### src/rtl/cr_tlvp_ob_arb_pkg.sv
// Shared constants for the TLVP outbound arbiter: bus width, FSM encoding and
// index-width helper.
package cr_tlvp_ob_arb_pkg;

  localparam int unsigned TLVP_DW = 128;

  localparam logic [0:0] ST_IDLE = 1'b0;
  localparam logic [0:0] ST_LOCK = 1'b1;

  // Index width that stays legal for a single-entry vector.
  function automatic int unsigned idx_w(input int unsigned n);
    return (n > 1) ? 32'($clog2(n)) : 32'd1;
  endfunction

endpackage

### src/rtl/cr_tlvp_ob_arb_if.sv
// Requester-side and parser-side signals of the TLVP outbound arbiter.
// slave is the arbiter's view, master the surrounding logic's view.
interface cr_tlvp_ob_arb_if
  import cr_tlvp_ob_arb_pkg::*;
#(
  parameter int unsigned N_REQ = 4,
  parameter int unsigned DW    = TLVP_DW
) ();

  localparam int unsigned IW = idx_w(N_REQ);

  logic [N_REQ-1:0]    req_valid;
  logic [N_REQ*DW-1:0] req_data;
  logic [N_REQ-1:0]    req_last;
  logic [N_REQ-1:0]    req_rdy;
  logic                usr_ob_wr;
  logic [DW-1:0]       usr_ob_tlv;
  logic                usr_ob_afull;
  logic [IW-1:0]       grant_id;
  logic                busy;
  logic                err_overlen;

  modport slave (
    input  req_valid, req_data, req_last, usr_ob_afull,
    output req_rdy, usr_ob_wr, usr_ob_tlv, grant_id, busy, err_overlen
  );

  modport master (
    output req_valid, req_data, req_last, usr_ob_afull,
    input  req_rdy, usr_ob_wr, usr_ob_tlv, grant_id, busy, err_overlen
  );

endinterface

### src/rtl/cr_rr_pick.sv
// Combinational round-robin first-one search: lowest set bit of req at or
// above ptr, wrapping past N_REQ-1 back to 0.
module cr_rr_pick
  import cr_tlvp_ob_arb_pkg::*;
#(
  parameter int unsigned N_REQ = 4
) (
  input  logic [N_REQ-1:0]         req,
  input  logic [idx_w(N_REQ)-1:0]  ptr,
  output logic [idx_w(N_REQ)-1:0]  idx,
  output logic                     found
);

  localparam int unsigned IW = idx_w(N_REQ);

  logic [IW-1:0] cand;

  always_comb begin
    idx   = '0;
    found = 1'b0;
    cand  = '0;
    for (int unsigned i = 0; i < N_REQ; i++) begin
      cand = IW'((32'(ptr) + i) % N_REQ);
      if (!found && req[cand]) begin
        found = 1'b1;
        idx   = cand;
      end
    end
  end

endmodule

### src/rtl/cr_tlvp_ob_arb.sv
// Frame-atomic round-robin arbiter merging N_REQ TLV producers onto the parser
// user outbound write port, with a forced release for over-long units.
module cr_tlvp_ob_arb
  import cr_tlvp_ob_arb_pkg::*;
#(
  parameter int unsigned N_REQ     = 4,
  parameter int unsigned DW        = TLVP_DW,
  parameter int unsigned MAX_BEATS = 64
) (
  input logic               clk,
  input logic               rst,
  cr_tlvp_ob_arb_if.slave   bus
);

  localparam int unsigned IW = idx_w(N_REQ);
  localparam int unsigned CW = $clog2(MAX_BEATS + 1);

  logic [0:0]       state_q, state_nxt;
  logic [IW-1:0]    grant_q, grant_nxt, rr_q, rr_nxt, pick_idx, rr_after;
  logic             pick_found;
  logic [CW-1:0]    cnt_q, cnt_nxt;
  logic             wr_q, wr_nxt, err_q, err_nxt;
  logic [DW-1:0]    tlv_q, tlv_nxt, sel_data;
  logic             sel_valid, sel_last, beat;
  logic [N_REQ-1:0] rdy_c;

  cr_rr_pick #(.N_REQ(N_REQ)) u_pick (
    .req   (bus.req_valid),
    .ptr   (rr_q),
    .idx   (pick_idx),
    .found (pick_found)
  );

  // Route the granted requester's word, valid and last.
  always_comb begin
    sel_valid = 1'b0;
    sel_last  = 1'b0;
    sel_data  = '0;
    for (int unsigned i = 0; i < N_REQ; i++) begin
      if (IW'(i) == grant_q) begin
        sel_valid = bus.req_valid[i];
        sel_last  = bus.req_last[i];
        sel_data  = bus.req_data[i*DW +: DW];
      end
    end
  end

  assign beat     = (state_q == ST_LOCK) && sel_valid && !bus.usr_ob_afull;
  assign rr_after = (grant_q == IW'(N_REQ - 1)) ? '0 : grant_q + IW'(1);

  always_comb begin
    for (int unsigned i = 0; i < N_REQ; i++) begin
      rdy_c[i] = beat && (IW'(i) == grant_q);
    end
  end

  always_ff @(posedge clk) begin
    if (rst) state_q <= ST_IDLE;
    else     state_q <= state_nxt;
  end

  // Next state, grant/pointer/counter updates and output-stage loads.
  always_comb begin
    state_nxt = state_q;
    grant_nxt = grant_q;
    rr_nxt    = rr_q;
    cnt_nxt   = cnt_q;
    wr_nxt    = 1'b0;
    tlv_nxt   = tlv_q;
    err_nxt   = 1'b0;
    case (state_q)
      ST_IDLE: begin
        if (pick_found) begin
          grant_nxt = pick_idx;
          state_nxt = ST_LOCK;
        end
      end
      ST_LOCK: begin
        if (beat) begin
          wr_nxt  = 1'b1;
          tlv_nxt = sel_data;
          if (sel_last || (cnt_q == CW'(MAX_BEATS - 1))) begin
            // last wins over the length limit when both land on one beat
            err_nxt   = !sel_last;
            state_nxt = ST_IDLE;
            rr_nxt    = rr_after;
            cnt_nxt   = '0;
          end else begin
            cnt_nxt = cnt_q + CW'(1);
          end
        end
      end
      default: state_nxt = ST_IDLE;
    endcase
  end

  always_ff @(posedge clk) begin
    if (rst) begin
      grant_q <= '0;
      rr_q    <= '0;
      cnt_q   <= '0;
      wr_q    <= 1'b0;
      tlv_q   <= '0;
      err_q   <= 1'b0;
    end else begin
      grant_q <= grant_nxt;
      rr_q    <= rr_nxt;
      cnt_q   <= cnt_nxt;
      wr_q    <= wr_nxt;
      tlv_q   <= tlv_nxt;
      err_q   <= err_nxt;
    end
  end

  assign bus.req_rdy     = rdy_c;
  assign bus.usr_ob_wr   = wr_q;
  assign bus.usr_ob_tlv  = tlv_q;
  assign bus.grant_id    = grant_q;
  assign bus.busy        = (state_q == ST_LOCK);
  assign bus.err_overlen = err_q;

endmodule

### src/flat_wrapper.sv
// flat-port wrapper written by rule: the top's interface ports become plain ports
module cr_tlvp_ob_arb_flat import cr_tlvp_ob_arb_pkg::*;
#(
  parameter int unsigned N_REQ     = 4,
  parameter int unsigned DW        = TLVP_DW,
  parameter int unsigned MAX_BEATS = 64
)
  (clk, rst, bus_req_valid, bus_req_data, bus_req_last, bus_usr_ob_afull, bus_req_rdy, bus_usr_ob_wr, bus_usr_ob_tlv, bus_grant_id, bus_busy, bus_err_overlen);
  cr_tlvp_ob_arb_if #(.N_REQ(N_REQ), .DW(DW)) bus_i ();
  input logic clk;
  input logic rst;
  input wire logic [$bits(bus_i.req_valid)-1:0] bus_req_valid;
  input wire logic [$bits(bus_i.req_data)-1:0] bus_req_data;
  input wire logic [$bits(bus_i.req_last)-1:0] bus_req_last;
  input wire logic [$bits(bus_i.usr_ob_afull)-1:0] bus_usr_ob_afull;
  output wire logic [$bits(bus_i.req_rdy)-1:0] bus_req_rdy;
  output wire logic [$bits(bus_i.usr_ob_wr)-1:0] bus_usr_ob_wr;
  output wire logic [$bits(bus_i.usr_ob_tlv)-1:0] bus_usr_ob_tlv;
  output wire logic [$bits(bus_i.grant_id)-1:0] bus_grant_id;
  output wire logic [$bits(bus_i.busy)-1:0] bus_busy;
  output wire logic [$bits(bus_i.err_overlen)-1:0] bus_err_overlen;
  assign bus_i.req_valid = bus_req_valid;
  assign bus_i.req_data = bus_req_data;
  assign bus_i.req_last = bus_req_last;
  assign bus_i.usr_ob_afull = bus_usr_ob_afull;
  assign bus_req_rdy = bus_i.req_rdy;
  assign bus_usr_ob_wr = bus_i.usr_ob_wr;
  assign bus_usr_ob_tlv = bus_i.usr_ob_tlv;
  assign bus_grant_id = bus_i.grant_id;
  assign bus_busy = bus_i.busy;
  assign bus_err_overlen = bus_i.err_overlen;
  cr_tlvp_ob_arb #(.N_REQ(N_REQ), .DW(DW), .MAX_BEATS(MAX_BEATS)) u_core (.clk(clk), .rst(rst), .bus(bus_i));
endmodule
### config.mk
export PLATFORM = sky130hd
export DESIGN_NAME = cr_tlvp_ob_arb_flat
export DESIGN_NICKNAME = d
export VERILOG_FILES = /design/src/rtl/cr_tlvp_ob_arb_pkg.sv /design/src/rtl/cr_tlvp_ob_arb_if.sv /design/src/rtl/cr_rr_pick.sv /design/src/rtl/cr_tlvp_ob_arb.sv /design/src/flat_wrapper.sv
export SDC_FILE = /design/constraint.sdc
export NUM_CORES = 1
export LEC_CHECK = 0
export BUFFER_PORTS_ARGS = -buffer_cell sky130_fd_sc_hd__buf_2
export CORE_AREA = 2 2 255 257
export CTS_CLUSTER_DIAMETER = 50
export CTS_CLUSTER_SIZE = 40
export DETAILED_ROUTE_END_ITERATION = 8
export DIE_AREA = 0 0 257 259
export PLACE_DENSITY_LB_ADDON = 0.25
export REMOVE_ABC_BUFFERS = 1
export SYNTH_ARGS = -nofsm -noshare
export SYNTH_HDL_FRONTEND = slang
export SYNTH_HIERARCHICAL = 1
export SYNTH_SLANG_ARGS = --single-unit
### constraint.sdc
create_clock -name clk -period 2.59 [get_ports clk]
set_input_delay 0.3885 -clock clk [delete_from_list [all_inputs] [get_ports clk]]
set_output_delay 0.3885 -clock clk [all_outputs]
set_load 0.01 [all_outputs]
== Yosys cells after proc, flatten, opt, wreduce, memory -nomap -nowiden ==
Cells that the tools add are included.
Cells by class
  bitwise logic cells: 3
  magnitude comparators: 4
  equal/unequal tests: 5
  reductions and logical operators: 21
  add/sub/neg operators: 5
  mux-type cells: 35
Operators by type and width (count)
  128-bit two-way mux: 4
  1-bit two-way mux: 20
  2-bit by 3-bit less-than comparator with 1-bit output, second input constant: 4
  2-bit two-way mux: 5
  1-bit logical AND: 9
  1-bit binary-select mux with 2-bit select: 4
  7-bit by 1-bit adder with 7-bit output, second input constant: 1
  7-bit by 6-bit equality test with 1-bit output, second input constant: 1
  7-bit two-way mux: 1
  1-bit logical NOT: 5
  2-bit by 1-bit adder with 2-bit output, second input constant: 2
  2-bit adder, second input constant: 2
  2-bit equality test, first input constant: 2
  2-bit AND reduction: 2
  4-bit OR reduction: 1
  1-bit NOT: 3
  3-bit AND reduction: 1
  1-bit by 2-bit equality test with 1-bit output, first input constant: 1
  2-bit equality test, second input constant: 1
  2-bit logical NOT: 1
  1-bit case mux with 2 select lines: 1
  2-bit OR reduction: 1
  1-bit logical OR: 1
Storage, ports and cells
  logic and storage cells: 80
  register bits: 142
  output and inout bits: 137
  input port bits: 523

== Longest topological paths before layout ==
  depth in word-level cells: 14
  gate-level depth with buffers: 10
  gate-level depth less buffers: 6

== Cells and area by module ==
Netlist, hierarchy kept.
Modules (own cells, without submodules)
  cr_tlvp_ob_arb: area each 8838.5 um^2, times used 1, cells each 1122, seq. area each 2842.7 um^2
  cr_rr_pick: area each 77.6 um^2, times used 1, cells each 15, seq. area each 0.0 um^2

== Worst setup path before layout ==
No wires, ideal clock.
  path kind: register to output
  start: register u_core.grant_q[0] (netlist: u_core/bus.grant_id[0])
  end: output port bus_req_rdy[0]
  required time: 2202 ps
  arrival: 2000 ps
  cell stages (with the launch flop): 10
  slack: 201 ps
  path buffers: 4
  path through: dfxtp_1 > inv_1 > ha_1 > buf_4 > a211o_1 > o2111a_1 > buf_6 > buf_4 > buf_4 > and2_1
On the way
  word-level cells in the longest chain between the ends: 8
  elaborated cells between the ends (all ways): 11
  those cells by class: eq/ne: 3; mux: 4; reduce/logical: 4
RTL lines
  from (decl): line cr_tlvp_ob_arb.sv:19  | logic [IW-1:0] grant_q, grant_nxt, rr_q, rr_nxt, pick_idx, rr_after;
  from (signal assigned): line cr_tlvp_ob_arb.sv:106  | grant_q <= grant_nxt;
  2-bit logical NOT: line cr_tlvp_ob_arb.sv:40, cr_tlvp_ob_arb.sv:53
  1-bit two-way mux (4 in series): line cr_tlvp_ob_arb.sv:40  | if (IW'(i) == grant_q) begin
  1-bit logical AND (2 in series): line cr_tlvp_ob_arb.sv:48  | assign beat = (state_q == ST_LOCK) && sel_valid && !bus.usr_ob_afull;
  1-bit logical AND *: line cr_tlvp_ob_arb.sv:53  | rdy_c[i] = beat && (IW'(i) == grant_q);
  to (decl): line flat_wrapper.sv:16  | output wire logic [$bits(bus_i.req_rdy)-1:0] bus_req_rdy;
Mark *: on every way between the ends. The rest lies on a longest branch, timed or not.

== Worst setup path after layout ==
Ends and elaborated chain as after synthesis.

==> impl_metrics.csv <==
group,metric,value,unit
worst_setup_path,critPathSlowestCell,"or3b_4",
route,wl,41.6,mm
worst_setup_path,critPathCaptureType,"primary output",
cells_and_area,final_cell_mix,"658 x buf_2, 141 x dfxtp_1, 135 x nand2_1, 135 x nor2_1, 132 x nor2b_1",
clocking,numCtsBuffers,17,
timing,worstMarginPinSlew,708,ps
worst_setup_path,slowest_delay,440,ps
route,ant_nets,0,
floorplanning,die_area,66600,sq um
route,via_per_inst,4.28,
pwr,clock_power_share,39.4,%
synth,avgSynthCellArea,7.84,sq um
grt,grt_max_degree,130,
clocking,clkLatencyLatePin,460,ps
synth,synthCells,1137,
synth,yosys-top-cells-area,"dfxtp_1 32%, o311a_1 14%, a221oi_1 12%, nor2b_1 9.3%, nor3_1 7.1%",
timing,slew_violations,0,
worst_setup_path,worst_ep_arrival_time,2100,ps
grt,antenna_found_initial,3,
synth,synth_warnings,6,
synth,yosys.area.top_type,"dfxtp_1",
timing,slew_headroom,52.8,%
synth,synth-seq-cells,142,
run,max_cap_viol_count,0,
pwr,power_density,489,nW/um^2
grt,grt_usage,12.0,%
clocking,path_clk_slew,70,ps
worst_setup_path,path_max_fanout,11,
pwr,switching_share,29.9,%
pwr,p_int,0.00476,W
clocking,cts_sinks,142,
timing,grt_setup_unrepaired,"yes",
pwr,p_seq_share,35.4,%
pwr,combPwrFrac,25.2,%
timing,final_hold_viol_count,0,
route,vias,11100,
worst_setup_path,worst_ep_required_time,2200,ps
run_status,outcome,"finished, final reports clean",
cells_and_area,final-seq-area,2850,sq um
cells_and_area,final_common_cell,"buf_2",
floorplanning,coreArea,63900,sq um
synth,yosysTopAreaCellShare,31.9,%
synth,ys_async_sr_fraction,0,%
route,drc,0,
clocking,cts_max_level,4,
synth,seq_area_frac_synth,31.9,%
synth,yosysUniqueCellTypes,44,
grt,grt_pass1_vias,11100,
pwr,ir_drop,0.465,mV
timing,fin_skew,9.04,ps
timing,min_period_over_period,96.0,%
floorplanning,start_util,14.0,%
synth,synth_edf_count,0,
synth,ys.flop_type,"dfxtp_1",
cells_and_area,final_nets,2260,
clocking,tritoncts,"yes",
pwr,p_switching,0.00203,W
timing,setup_viol,0,
worst_setup_path,cp-start-kind,"register",
cells_and_area,nFillCells,7220,
timing,fmax,0.402,GHz
floorplanning,die_h,259,um
worst_hold_path,min_path_type,"input pin to register",
placed_design,hpwlAfterDp,32.4,mm
worst_setup_path,crit_type,"register to primary output",
worst_setup_path,critPathBufInv,2,
clocking,root_buffer,"clkbuf_16",
cells_and_area,multi_input_area,5450,sq um
worst_setup_path,path_delay_family,"simple AND/OR/NAND/NOR gates",
timing,setup_tns,0,ps
route,drtIter0Drc,667,
route,drt-pass1-iter-count,7,
cells_and_area,area_growth,55.9,%
floorplanning,num_rows,93,
cells_and_area,postLayoutCoreUtil,21.8,%
clocking,clk_path_buf_depth,2,
floorplanning,pin_count,660,
timing,period_needed,2490,ps
grt,grt-ovfl-total,0,
placed_design,portBuffers,659,
synth,syn_area,8920,sq um
grt,grt_pass1_wl,63.0,mm
floorplanning,die_w,257,um
route,wl_per_cell,16.0,um
cells_and_area,drive_gt1_share,43.3,%
pwr,p_leak,6.45,nW
placed_design,gp_congestion,0.872,
worst_setup_path,cp_cell_sequence,"buf_4, ha_4, or3b_4, o2111a_4, and2_1, buf_2",
[logic make-up after synthesis]
group / after synthesis / synth area share, %
and+or+nand+nor: 562 / 30.5
AOI/OAI and AO/OA: 282 / 29.1
buffers and inverters: 144 / 7.58
DFF: 142 / 31.9
adders and majority gates: 5 / 0.702
muxes: 2 / 0.239
[worst register-to-register path, delay by kind of cell (launching register included)]
family	cells	cell delay [ps]
and+or+nand+nor	2	620
AOI/OAI and AO/OA	2	330
adders and majority gates	1	220
buffers and inverters	4	680
DFF	1	310
[routing by layer]
metal | GRT usage [%] | share of wire, % | up-vias
li1 | - | - | 5461
met1 | 13.7 | 40 | 5187
met2 | 20.9 | 51 | 445
met3 | 3.90 | 7.6 | 47
met4 | 4.38 | 2.1 | 2
met5 | 0 | 0.024 | -
[through the flow]
step	hold WS [ps]	setup WS [ps]	instance area [sq um]	power (W)	cells
after global placement	441	348	13200	0.00416	2561
after CTS	250	15.8	13900	0.00696	2596
after floorplan	421	-8160	8280	0.00332	1003
after detailed placement	436	316	13200	0.00416	2561
after global routing	276	-4.06	13900	0.00724	2601
final	311	103	13900	0.00680	2601
[final cells by class]
type                            instances  area share [%]
Antenna cell                            2          0.0360
Sequential cell                       142            20.5
Timing Repair Buffer                  710            27.8
Clock buffer                           19            3.12
Multi-Input combinational cell        851            39.2
Clock inverter                         12            1.34
Inverter                               10           0.270
Tap cell                              855            7.70
[state kept, by name, indices dropped and copies added, names as in the netlist]
| name | count |
|---|---|
| u_core/bus.err_overlen | 1 |
| u_core/bus.usr_ob_tlv | 128 |
| u_core/rr_q | 2 |
| u_core/cnt_q | 7 |
| u_core/bus.grant_id | 2 |
| u_core/bus.busy | 1 |
| u_core/bus.usr_ob_wr | 1 |
[power groups by stage]
stage                     registers (W)  logic [W]  clock network [W]
after floorplan                 0.00252   0.000806                  0
after global placement          0.00245    0.00171                  0
after detailed placement        0.00245    0.00171                  0
after CTS                       0.00240    0.00172            0.00283
after global routing            0.00242    0.00189            0.00292
final                           0.00240    0.00171            0.00268
[timing repair]
| item | 4_1_cts | 5_1_grt |
|---|---|---|
| hold buffers | 0 | 0 |
| pin swaps | 3 | 1 |
| endpoints found under the setup margin | 2 | 3 |
| hold endpoints to repair | 0 | 0 |
| resized for setup | 2 | 1 |
| cloned | 0 | 0 |
| buffers inserted | 4 | 3 |
[worst paths after layout]
kind	start	end	slack, ps	cells after the start
worst max register to register	u_core/bus.grant_id[0]	u_core/bus.usr_ob_tlv[17]	340	9
worst min-delay path	bus_req_data[460]	u_core/bus.usr_ob_tlv[76]	310	4
worst min register to register	u_core/cnt_q[6]	u_core/cnt_q[6]	450	2
worst max-delay path	u_core/bus.grant_id[0]	bus_req_rdy[0]	100	6
[Yosys cell counts (all sizes together), types with 3 or more instances]
| cell | n |
|---|---|
| nand2 | 135 |
| nand3 | 3 |
| nor3 | 132 |
| nor2b | 133 |
| a21oi | 12 |
| a221oi | 127 |
| buf | 42 |
| nor2 | 135 |
| ha | 5 |
| clkbuf | 92 |
| nand4 | 3 |
| inv | 10 |
| dfxtp | 142 |
| nand2b | 7 |
| o311a | 128 |
No activity file was read; power rests on OpenSTA's default activity.
